`src/rtl/inst_rom_arb.sv`:
```
// Two-port arbiter (instruction fetch / constant load) in front of a single-ported code ROM.
// One access is outstanding at a time; the fetch port's response can be discarded by a flush.
`timescale 1ns/1ps
module inst_rom_arb #(
   parameter int ROM_LAT = 1
) (
   input  logic        clk,
   input  logic        rst,
   input  logic        if_req_i,
   input  logic [31:0] if_addr_i,
   input  logic        if_flush_i,
   output logic        if_gnt_o,
   output logic        if_rvalid_o,
   input  logic        ls_req_i,
   input  logic [31:0] ls_addr_i,
   output logic        ls_gnt_o,
   output logic        ls_rvalid_o,
   output logic [31:0] rdata_o,
   output logic        rom_ce_o,
   output logic [31:0] rom_addr_o,
   input  logic [31:0] rom_data_i,
   output logic        state_dbg
);

   // Handshake: a request is accepted in the cycle its gnt is high (only possible in IDLE);
   // the matching rvalid is a single-cycle pulse ROM_LAT+1 cycles later, with rdata_o valid in it.

   typedef enum logic {
      IDLE   = 1'b0,
      ACCESS = 1'b1
   } state_t;

   localparam logic OWN_IF = 1'b0;
   localparam logic OWN_LS = 1'b1;

   state_t     state_q, state_d;
   logic       owner_q;
   logic       last_owner_q;
   logic [3:0] cnt_q;
   logic       flushed_q;
   logic       flush_hit;
   logic       done;
   logic       deliver;

   assign state_dbg = state_q;

   always_comb begin
      if_gnt_o  = 1'b0;
      ls_gnt_o  = 1'b0;
      state_d   = state_q;
      flush_hit = 1'b0;
      done      = 1'b0;
      deliver   = 1'b0;
      if (!rst && state_q == IDLE) begin
         // On a tie the port that did not win last time gets the ROM.
         if (if_req_i && (!ls_req_i || last_owner_q == OWN_LS)) begin
            if_gnt_o = 1'b1;
         end else if (ls_req_i) begin
            ls_gnt_o = 1'b1;
         end
      end
      if (state_q == IDLE) begin
         if (if_gnt_o || ls_gnt_o) begin
            state_d = ACCESS;
         end
      end else begin
         flush_hit = if_flush_i && (owner_q == OWN_IF);
         done      = (cnt_q == 4'd0);
         deliver   = done && !flushed_q && !flush_hit;
         if (done) begin
            state_d = IDLE;
         end
      end
   end

   always_ff @(posedge clk) begin
      if (rst) begin
         state_q      <= IDLE;
         owner_q      <= OWN_IF;
         last_owner_q <= OWN_LS;
         cnt_q        <= 4'd0;
         flushed_q    <= 1'b0;
         rom_ce_o     <= 1'b0;
         rom_addr_o   <= 32'd0;
         rdata_o      <= 32'd0;
         if_rvalid_o  <= 1'b0;
         ls_rvalid_o  <= 1'b0;
      end else begin
         state_q     <= state_d;
         if_rvalid_o <= 1'b0;
         ls_rvalid_o <= 1'b0;
         if (state_q == IDLE) begin
            if (if_gnt_o || ls_gnt_o) begin
               rom_ce_o     <= 1'b1;
               rom_addr_o   <= if_gnt_o ? if_addr_i : ls_addr_i;
               owner_q      <= ls_gnt_o;
               last_owner_q <= ls_gnt_o;
               cnt_q        <= 4'(ROM_LAT - 1);
               flushed_q    <= 1'b0;
            end else begin
               rom_ce_o <= 1'b0;
            end
         end else begin
            if (flush_hit) begin
               flushed_q <= 1'b1;
            end
            if (!done) begin
               cnt_q <= cnt_q - 4'd1;
            end else begin
               rom_ce_o <= 1'b0;
               // A flushed fetch finishes its ROM cycle but leaves rdata_o untouched.
               if (deliver) begin
                  rdata_o     <= rom_data_i;
                  if_rvalid_o <= (owner_q == OWN_IF);
                  ls_rvalid_o <= (owner_q == OWN_LS);
               end
            end
         end
      end
   end

endmodule

```
`config.mk`:
```
export PLATFORM = sky130hd
export DESIGN_NAME = inst_rom_arb
export DESIGN_NICKNAME = d
export VERILOG_FILES = /design/src/rtl/inst_rom_arb.sv
export SDC_FILE = /design/constraint.sdc
export NUM_CORES = 1
export LEC_CHECK = 0
export ABC_AREA = 0
export BUFFER_PORTS_ARGS = -buffer_cell sky130_fd_sc_hd__buf_4
export CAP_MARGIN = 10
export CORE_MARGIN = 2
export CORE_UTILIZATION = 43
export CTS_BUF_LIST = sky130_fd_sc_hd__clkbuf_4 sky130_fd_sc_hd__clkbuf_8
export CTS_CLUSTER_DIAMETER = 60
export DETAILED_ROUTE_END_ITERATION = 10
export PLACE_DENSITY = 0.78
export SYNTH_ARGS = -nofsm -noshare
export SYNTH_HDL_FRONTEND = slang
export SYNTH_SLANG_ARGS = --single-unit
```
`constraint.sdc`:
```
create_clock -name clk -period 1.55 [get_ports clk]
set_input_delay 0.2325 -clock clk [delete_from_list [all_inputs] [get_ports clk]]
set_output_delay 0.2325 -clock clk [all_outputs]
set_load 0.05 [all_outputs]
```
### Word-level counts from Yosys, hierarchy flattened

Index checks and enable logic that the tools add are counted.

* output and inout port bits: 70
* flip-flop bits (word level): 75
* input port bits: 101
* word-level logic and storage cells: 56

* equal/unequal tests: 3
* bitwise gates (word level): 4
* add/sub/neg operators: 1
* reductions and logical operators: 18
* muxes and demuxes: 20

Operators by type and width (count)
* 32-bit two-way mux: 1
* 1-bit two-way mux: 16
* 4-bit two-way mux: 3
* 2-bit AND reduction: 3
* 1-bit logical AND: 5
* 1-bit logical NOT: 4
* 4-bit logical NOT: 1
* 2-bit by 1-bit inequality test with 1-bit output (second input constant): 2
* 1-bit NOT: 4
* 4-bit OR reduction: 1
* 4-bit by 1-bit subtractor with 4-bit output (second input constant): 1
* 3-bit AND reduction: 1
* 1-bit logical OR: 2
* 2-bit inequality test (second input constant): 1
* 2-bit nonzero test: 1

### Depth between registers and ports, before layout

Gate-level depths: netlist of the first run.

* depth in word-level cells: 8
* mapped depth: 7
* depth with buffers taken out: 5

### Least setup slack after synthesis of the first run

No wires, ideal clock.

* kind: register to output
* start: reg state_q (netlist: state_dbg)
* end: out ls_gnt_o
* path buffers: 3
* arrival: 1.665 ns
* data required time: 1.317 ns
* setup slack: -0.348 ns
* stages on the path, launching flop included: 6
* cells stage by stage: dfxtp_1 > buf_2 > nor3b_1 > buf_4 > buf_4 > and2_1

* cells in the longest elaborated chain, start to end: 3

RTL lines
* start, declared: line 36 `state_t state_q, state_d;`
* start signal, assigned: line 89 `state_q <= state_d;`
* 1-bit NOT (no source line)
* 1-bit logical AND: line 54 `if (!rst && state_q == IDLE) begin`
* 1-bit two-way mux: line 54
* end, declared: line 16 `output logic ls_gnt_o,`

No other way between the ends.

### Worst setup path in the final report of the first run

* start: reg cnt_q[1]
* end: reg rdata_o[16]

* cells in the longest elaborated chain, start to end: 5
* elaborated cells between the ends (all ways): 6
* classes of those cells: mux (2); reduce/logical (4)

RTL lines
* start, declared: line 39 `logic [3:0] cnt_q;`
* start signal, assigned: line 98 `cnt_q <= 4'(ROM_LAT - 1);`
* start signal, assigned: line 108 `cnt_q <= cnt_q - 4'd1;`
* 4-bit logical NOT *: line 68 `done = (cnt_q == 4'd0);`
* 1-bit logical AND (2 in a row): line 69 `deliver = done && !flushed_q && !flush_hit;`
* 1-bit two-way mux: line 62 `if (state_q == IDLE) begin`
* 3-bit AND reduction (no source line) *
* end signal, assigned: line 113 `rdata_o <= rom_data_i;`
* end, declared: line 18 `output logic [31:0] rdata_o,`

Every way passes the cells marked *; elsewhere a longest branch is shown, timed or not.
A chain may end at the register's enable or synchronous reset.

==> results of run 1 <==
## timing repair
item	CTS	global route
endpoints found under the setup margin	34	35
cloned	0	4
pin swaps	1	4
resized for setup	7	20
setup buffers	2	1
## metal layers
layer,track usage,vias up
met1,0.3177,1853
met2,0.4083,213
met3,0.07223,8
met5,0,-
met4,0.08092,0
li1,-,1862
## final cells by class
| cell class | instances | share of cell area |
|---|---|---|
| timing repair buffer | 205 | 0.3077 |
| clock inverter | 7 | 0.01872 |
| tap | 102 | 0.02358 |
| inverter | 21 | 0.01526 |
| sequential | 75 | 0.2781 |
| multi-input combinational | 255 | 0.3338 |
| clock buffer | 9 | 0.02288 |
## report_power, final
part	switching [mW]	internal, mW	total (mW)
registers	0.0639	2.03	2.09
clock network	0.757	0.917	1.67
logic	0.751	0.468	1.22
## cell usage in the layout, fill, tap and decap left out, types with 2 or more instances in the layout
cell and n:
o221ai_1 2, inv_1 18, clkinv_4 2, dfxtp_2 3
o31ai_1 18, nand2b_1 2, nand4_1 49, clkinvlp_4 3
o31ai_4 3, a21oi_1 55, nand3_1 18, dfxtp_1 72
buf_6 3, a31oi_1 16, a41o_1 16, o21ai_0 21
clkbuf_8 9, mux2i_1 17, nor2b_2 2, clkbuf_16 3
nand3_2 2, nand2_1 3, bufinv_16 2, buf_12 5
nor2_1 4, nor3_1 2, buf_4 194, o31ai_2 12
nor3b_4 2, inv_2 2
## cell families after synthesis
family	share of synthesized area
AO/OA/AOI/OAI	0.2610
AND/OR/NAND/NOR	0.1591
flip-flops	0.4290
buffers and inverters	0.09868
multiplexers	0.04862
adder cells (fa/ha/maj)	0.003575
## cells in the mapped netlist (all sizes together)
cell type	instances
inv	21
nand4	49
nor2	5
ha	1
or2	1
buf	26
nor3b	3
dfxtp	75
a21oi	55
or3b	1
mux2i	17
a31oi	16
nand2	3
o211ai	1
clkbuf	27
and2	1
nand2b	3
or3	1
o31ai	33
nand3	20
and3b	1
o21ai	21
nor3	2
nor2b	3
a41o	16
o221ai	2
## registers in the layout (all words and copies together) (netlist names)
| name | cells |
|---|---|
| cnt_q | 4 |
| rom_ce_o | 1 |
| owner_q | 1 |
| ls_rvalid_o | 1 |
| rdata_o | 32 |
| last_owner_q | 1 |
| state_dbg | 1 |
| if_rvalid_o | 1 |
| flushed_q | 1 |
| rom_addr_o | 32 |
## per-stage QoR
stage | hold slack, ns | TNS (ns) | util | cell area (µm²)
global route | 0.1291 | -4.231 | 0.6933 | 5413
global placement | 0.4549 | -0.04826 | 0.6324 | 4937
finish | 0.1505 | -2.199 | 0.6933 | 5413
floorplan | 0.3827 | -0.7564 | - | 3511
detailed placement | 0.4626 | -1.858 | 0.6324 | 4937
CTS | 0.1355 | -1.527 | 0.6683 | 5218
## worst paths after layout
check,startpoint,end,slack [ns]
worst max-delay path,cnt_q[1],rdata_o[16],-0.10
worst min-delay path,rom_data_i[20],rdata_o[20],0.15
worst min register to register,rdata_o[18],rdata_o[18],0.47
worst max register to register,cnt_q[1],rdata_o[16],-0.10
## critical path, delay by kind of cell, from the launching register on
kind	cells	cell delay, ns
AND/OR/NAND/NOR	1	0.46
AO/OA/AOI/OAI	2	0.34
buffers and inverters	2	0.26
adder cells (fa/ha/maj)	1	0.13
flip-flops	1	0.33
==> out/metrics.yaml, run 1 <==
clocking:
  ctsHoldBuffers: 0
  clkTransAtPathRegs_ns: 0.09
  cts_buffers: 9
  clkSinkCount: 75
  clk_path_buf_depth: 2
  cts_tree: "yes"
  clockRootBuffer: "clkbuf_8"
  clkLatencyLatePin_ns: 0.34
  h-tree-depth: 3
worst_hold_path:
  hp-class: "in2reg"
  min_path_cells: 3
route:
  wl_met3_um: 1064
  met2_length_um: 5762
  drt-wirelength-per-cell_um: 17.22
  viasPerCell: 5.840
  antenna_left: 0
  maxUsedRoutingLayer: "met4"
  wl_met1_um: 4680
  num_vias: 3936
  dr.pass1.iters: 4
  drt_iter0_markers: 166
  wirelength_um: 11610
  drc_errors: 0
placement:
  port_buffers: 170
  place_ws_ns: -0.1225
  dp_hpwl_um: 7702
  place_congestion: 0.7890
  dp.cells: 651
layout:
  area_growth_syn_to_layout_pct: 54.67
  nNetsFinal: 669
  drive_gt1_frac: 0.4441
  final-seq-area_um2: 1505
  fill_cells: 599
  multi_input_area_um2: 1807
  antenna_cells: 0
  final-instance-count-excl-fill: 674
timing:
  rsz0062_at_grt: "yes"
  hold_viol: 0
  max_freq_mhz: 605.9
  final_min_period_over_clock_period: 1.065
  worst_slew_pin_slew_ns: 0.6068
  fin_ws_ns: -0.1003
  period_needed_ns: 1.650
  finalMaxSlewViolations: 0
  fin_worst_skew_ns: 0.007426
  setup_viol_count_final: 31
  relSlewSlack: 0.5955
flow_run:
  cap_violations: 0
synth:
  synth_top_area_cell: "dfxtp_1"
  ys_seq_area_frac: 0.4290
  ys_ff_latch: 75
  netlist_top_cells_area: "dfxtp_1 43%, nand4_1 8.8%, a21oi_1 7.9%"
  synth_area_um2: 3500
  synth_nets: 506
  syn_area_per_cell_um2: 8.662
  netlist_instances: 404
  ys_warn_count: 0
  yosys.area.top_type_share: 0.4290
  yosysUniqueCellTypes: 32
power_and_ir_drop:
  finalPower_mw: 4.985
  power_density_nw_per_um2: 921.0
  p_leak_nw: 2.311
  ir_drop_mv: 0.5706
floorplanning:
  start_util: 0.4482
  core_area_um2: 7807
  die-area_um2: 8876
  fp.dieW_um: 94.22
  die_h_um: 94.22
  pin_count: 171
  rows: 32
global_routing:
  grt_pass1_vias: 3852
  grt_pass1_wl_um: 17970
  gr-total-overflow: 0
  antenna_found_initial: 0
  track_usage: 0.2503
  grt_max_degree: 45
worst_setup_path:
  worstRegToRegCells: 6
  cpPeakStageDelay_ns: 0.46
  cp.required_ns: 1.76
  critPathSlowestCell: "or3b_4"
  crit_fanout: 8
  worst-endpoint-arrival_ns: 1.86
  crit_path_end_kind: "flop"
  start_kind: "flop"
  cp_cell_sequence: "inv_2 -> ha_4 -> or3b_4 -> clkbuf_16 -> o31ai_2 -> a21oi_1"
  crit_type: "reg2reg"
status:
  status: "finished, violations left"
  failed_checks: "setup timing"
(Power assumes the default switching activity.)
==> inputs of run 2 (changes only) <==
CELL_PAD_IN_SITES_DETAIL_PLACEMENT = 1   (was not set)
CELL_PAD_IN_SITES_GLOBAL_PLACEMENT = 1   (was not set)
CORE_UTILIZATION = 30   (was 43)
PLACE_DENSITY = not set   (was 0.78)
PLACE_DENSITY_LB_ADDON = 0.1   (was not set)
==> out/metrics.yaml, run 2 (same netlist as run 1, synthesis figures left out) <==
clocking:
  clk_path_buf_depth: 2  # unchanged
  clkLatencyLatePin_ns: 0.36  # +0.02 ns
  clockRootBuffer: "clkbuf_8"
  h-tree-depth: 3  # unchanged
  ctsHoldBuffers: 0  # unchanged
  clkTransAtPathRegs_ns: 0.08  # about the same
  cts_buffers: 9  # unchanged
  clkSinkCount: 75  # unchanged
  cts_tree: "yes"
global_routing:
  grt_pass1_vias: 4080  # +5.9%
  grt_max_degree: 36  # -20%
  antenna_found_initial: 0  # unchanged
  track_usage: 0.2019  # -0.04836
  gr-total-overflow: 0  # unchanged
  grt_pass1_wl_um: 20640  # +15%
worst_setup_path:
  start_kind: "flop"
  crit_type: "reg2reg"
  critPathSlowestCell: "or3b_4"
  cpPeakStageDelay_ns: 0.44  # -0.02 ns
  cp_cell_sequence: "inv_2 -> ha_4 -> or3b_4 -> buf_12 -> o31ai_1 -> a21oi_1"
  cp.required_ns: 1.79  # +0.03 ns
  crit_fanout: 21  # +13
  worst-endpoint-arrival_ns: 1.97  # +0.11 ns
  worstRegToRegCells: 6  # unchanged
  crit_path_end_kind: "flop"
timing:
  setup_viol_count_final: 31  # unchanged
  fin_ws_ns: -0.1793  # -0.07894 ns
  period_needed_ns: 1.729  # +0.07894 ns
  final_min_period_over_clock_period: 1.116  # +0.05093
  hold_viol: 0  # unchanged
  fin_worst_skew_ns: 0.005568  # -0.001858 ns
  timing.setup.tns_ns: -2.155  # +0.04433 ns
  relSlewSlack: 0.6757  # +0.08022
  max_freq_mhz: 578.3  # -4.6%
  worst_slew_pin_slew_ns: 0.4865  # -0.1203 ns
  rsz0062_at_grt: "yes"
  finalMaxSlewViolations: 0  # unchanged
flow_run:
  cap_violations: 0  # unchanged
layout:
  final_util: 0.4872  # -0.2061
  area_growth_syn_to_layout_pct: 58.96
  drive_gt1_frac: 0.4549  # +0.01081
  nNetsFinal: 673  # +0.60%
  reg.largest.list: "rdata_o: 32 flops, rom_addr_o: 32 flops, cnt_q: 4 flops"
  stdcell_area_um2: 5563  # +2.8%
  final-seq-area_um2: 1509  # +0.25%
  antenna_cells: 0  # unchanged
  fill_cells: 1359  # +130%
  final_cell_mix: "192 x buf_4, 71 x dfxtp_1, 55 x a21oi_1, 49 x nand4_1, 21 x o21ai_0"
  multi_input_area_um2: 1824  # +0.97%
  final_common_cell: "buf_4"
route:
  drt_iter0_markers: 210  # +27%
  antenna_left: 0  # unchanged
  drt-wirelength-per-cell_um: 18.30  # +6.3%
  drc_errors: 0  # unchanged
  num_vias: 3941  # +0.13%
  wirelength_um: 13160  # +13%
  dr.pass1.iters: 4  # unchanged
  viasPerCell: 5.481  # -6.1%
placement:
  place_congestion: 0.7783  # -1.4%
  dp_hpwl_um: 8740  # +13%
  port_buffers: 170  # unchanged
  place_area_um2: 5014  # +1.5%
  place_ws_ns: -0.09762  # +0.02491 ns
power_and_ir_drop:
  p_comb_frac: 0.250  # +0.005
  p_leak_nw: 2.369  # +2.5%
  finalPower_mw: 4.959  # -0.52%
  pwr-share-clk: 0.328  # -0.008
  switching_share: 0.3187  # +0.003419
  ir_drop_mv: 0.4088  # -28%
  p_seq_frac: 0.422  # +0.002
  p_int_mw: 3.378  # -1.0%
  switching_power_mw: 1.581  # +0.56%
  power_density_nw_per_um2: 891.4  # -3.2%
status:
  status: "finished, violations left"
  failed_checks: "setup timing"
worst_hold_path:
  hp-class: "in2reg"
  min_path_cells: 3  # unchanged
floorplanning:
  core_area_um2: 11420  # +46%
  die_h_um: 112.0  # +19%
  pin_count: 171  # unchanged
  fp.dieW_um: 112.0  # +19%
  die-area_um2: 12550  # +41%
  rows: 39  # +22%
  start_util: 0.3065  # -0.1418
run 2: timing repair:
item,CTS,global route
gates resized for setup,21,20
endpoints found under the setup margin,34,51
setup buffers,3,5
hold endpoints to repair,0,0
pin swaps,6,6
cloned,1,2
run 2: worst paths after layout:
kind                            slack, ns            from     endpoint
worst max-delay path                -0.18        cnt_q[0]  rdata_o[29]
worst min-delay path                 0.13  rom_data_i[30]  rdata_o[30]
worst max register to register      -0.18        cnt_q[0]  rdata_o[29]
worst min register to register       0.47     rdata_o[12]  rdata_o[12]
run 2: stage by stage:
stage / hold slack, ns / std cells
6_report: 0.1310 / 719
5_1_grt: 0.1197 / 719
4_1_cts: 0.1124 / 712
3_5_place_dp: 0.4691 / 692
3_3_place_gp: 0.4553 / 692
2_1_floorplan: 0.3827 / 404
run 2: layout make-up:
class                      count  share of cell area
multi-input combinational    255              0.3279
timing repair buffer         209              0.3156
sequential                    75              0.2713
tap                          143             0.03216
clock buffer                  12             0.02969
inverter                      21             0.01484
clock inverter                 4            0.008547
run 2: metal layers:
| metal | vias up | GRT usage | share of wire | wire length, µm |
|---|---|---|---|---|
| met3 | 12 | 0.05063 | 0.067 | 877 |
| met1 | 1928 | 0.2482 | 0.43 | 5630 |
| li1 | 1870 | - | - | - |
| met2 | 131 | 0.3451 | 0.49 | 6488 |
| met4 | 0 | 0.06992 | 0.013 | 165 |
| met5 | - | 0 | 0 | 0 |
run 2: power groups by stage:
stage               sequential [mW]  clock (mW)  combinational, mW
CTS                            2.09        1.69               1.23
detailed placement             2.13           0               1.21
global placement               2.13           0               1.19
finish                         2.09        1.62               1.24
global route                   2.11        1.76               1.32
floorplan                      2.45           0              0.379
run 2: worst max-delay path: cells and delay by family (launching register included):
family                   cells  cell delay, ns
AND/OR/NAND/NOR              1            0.44
AO/OA/AOI/OAI                2            0.43
buffers and inverters        2            0.26
adder cells (fa/ha/maj)      1            0.13
flip-flops                   1            0.33
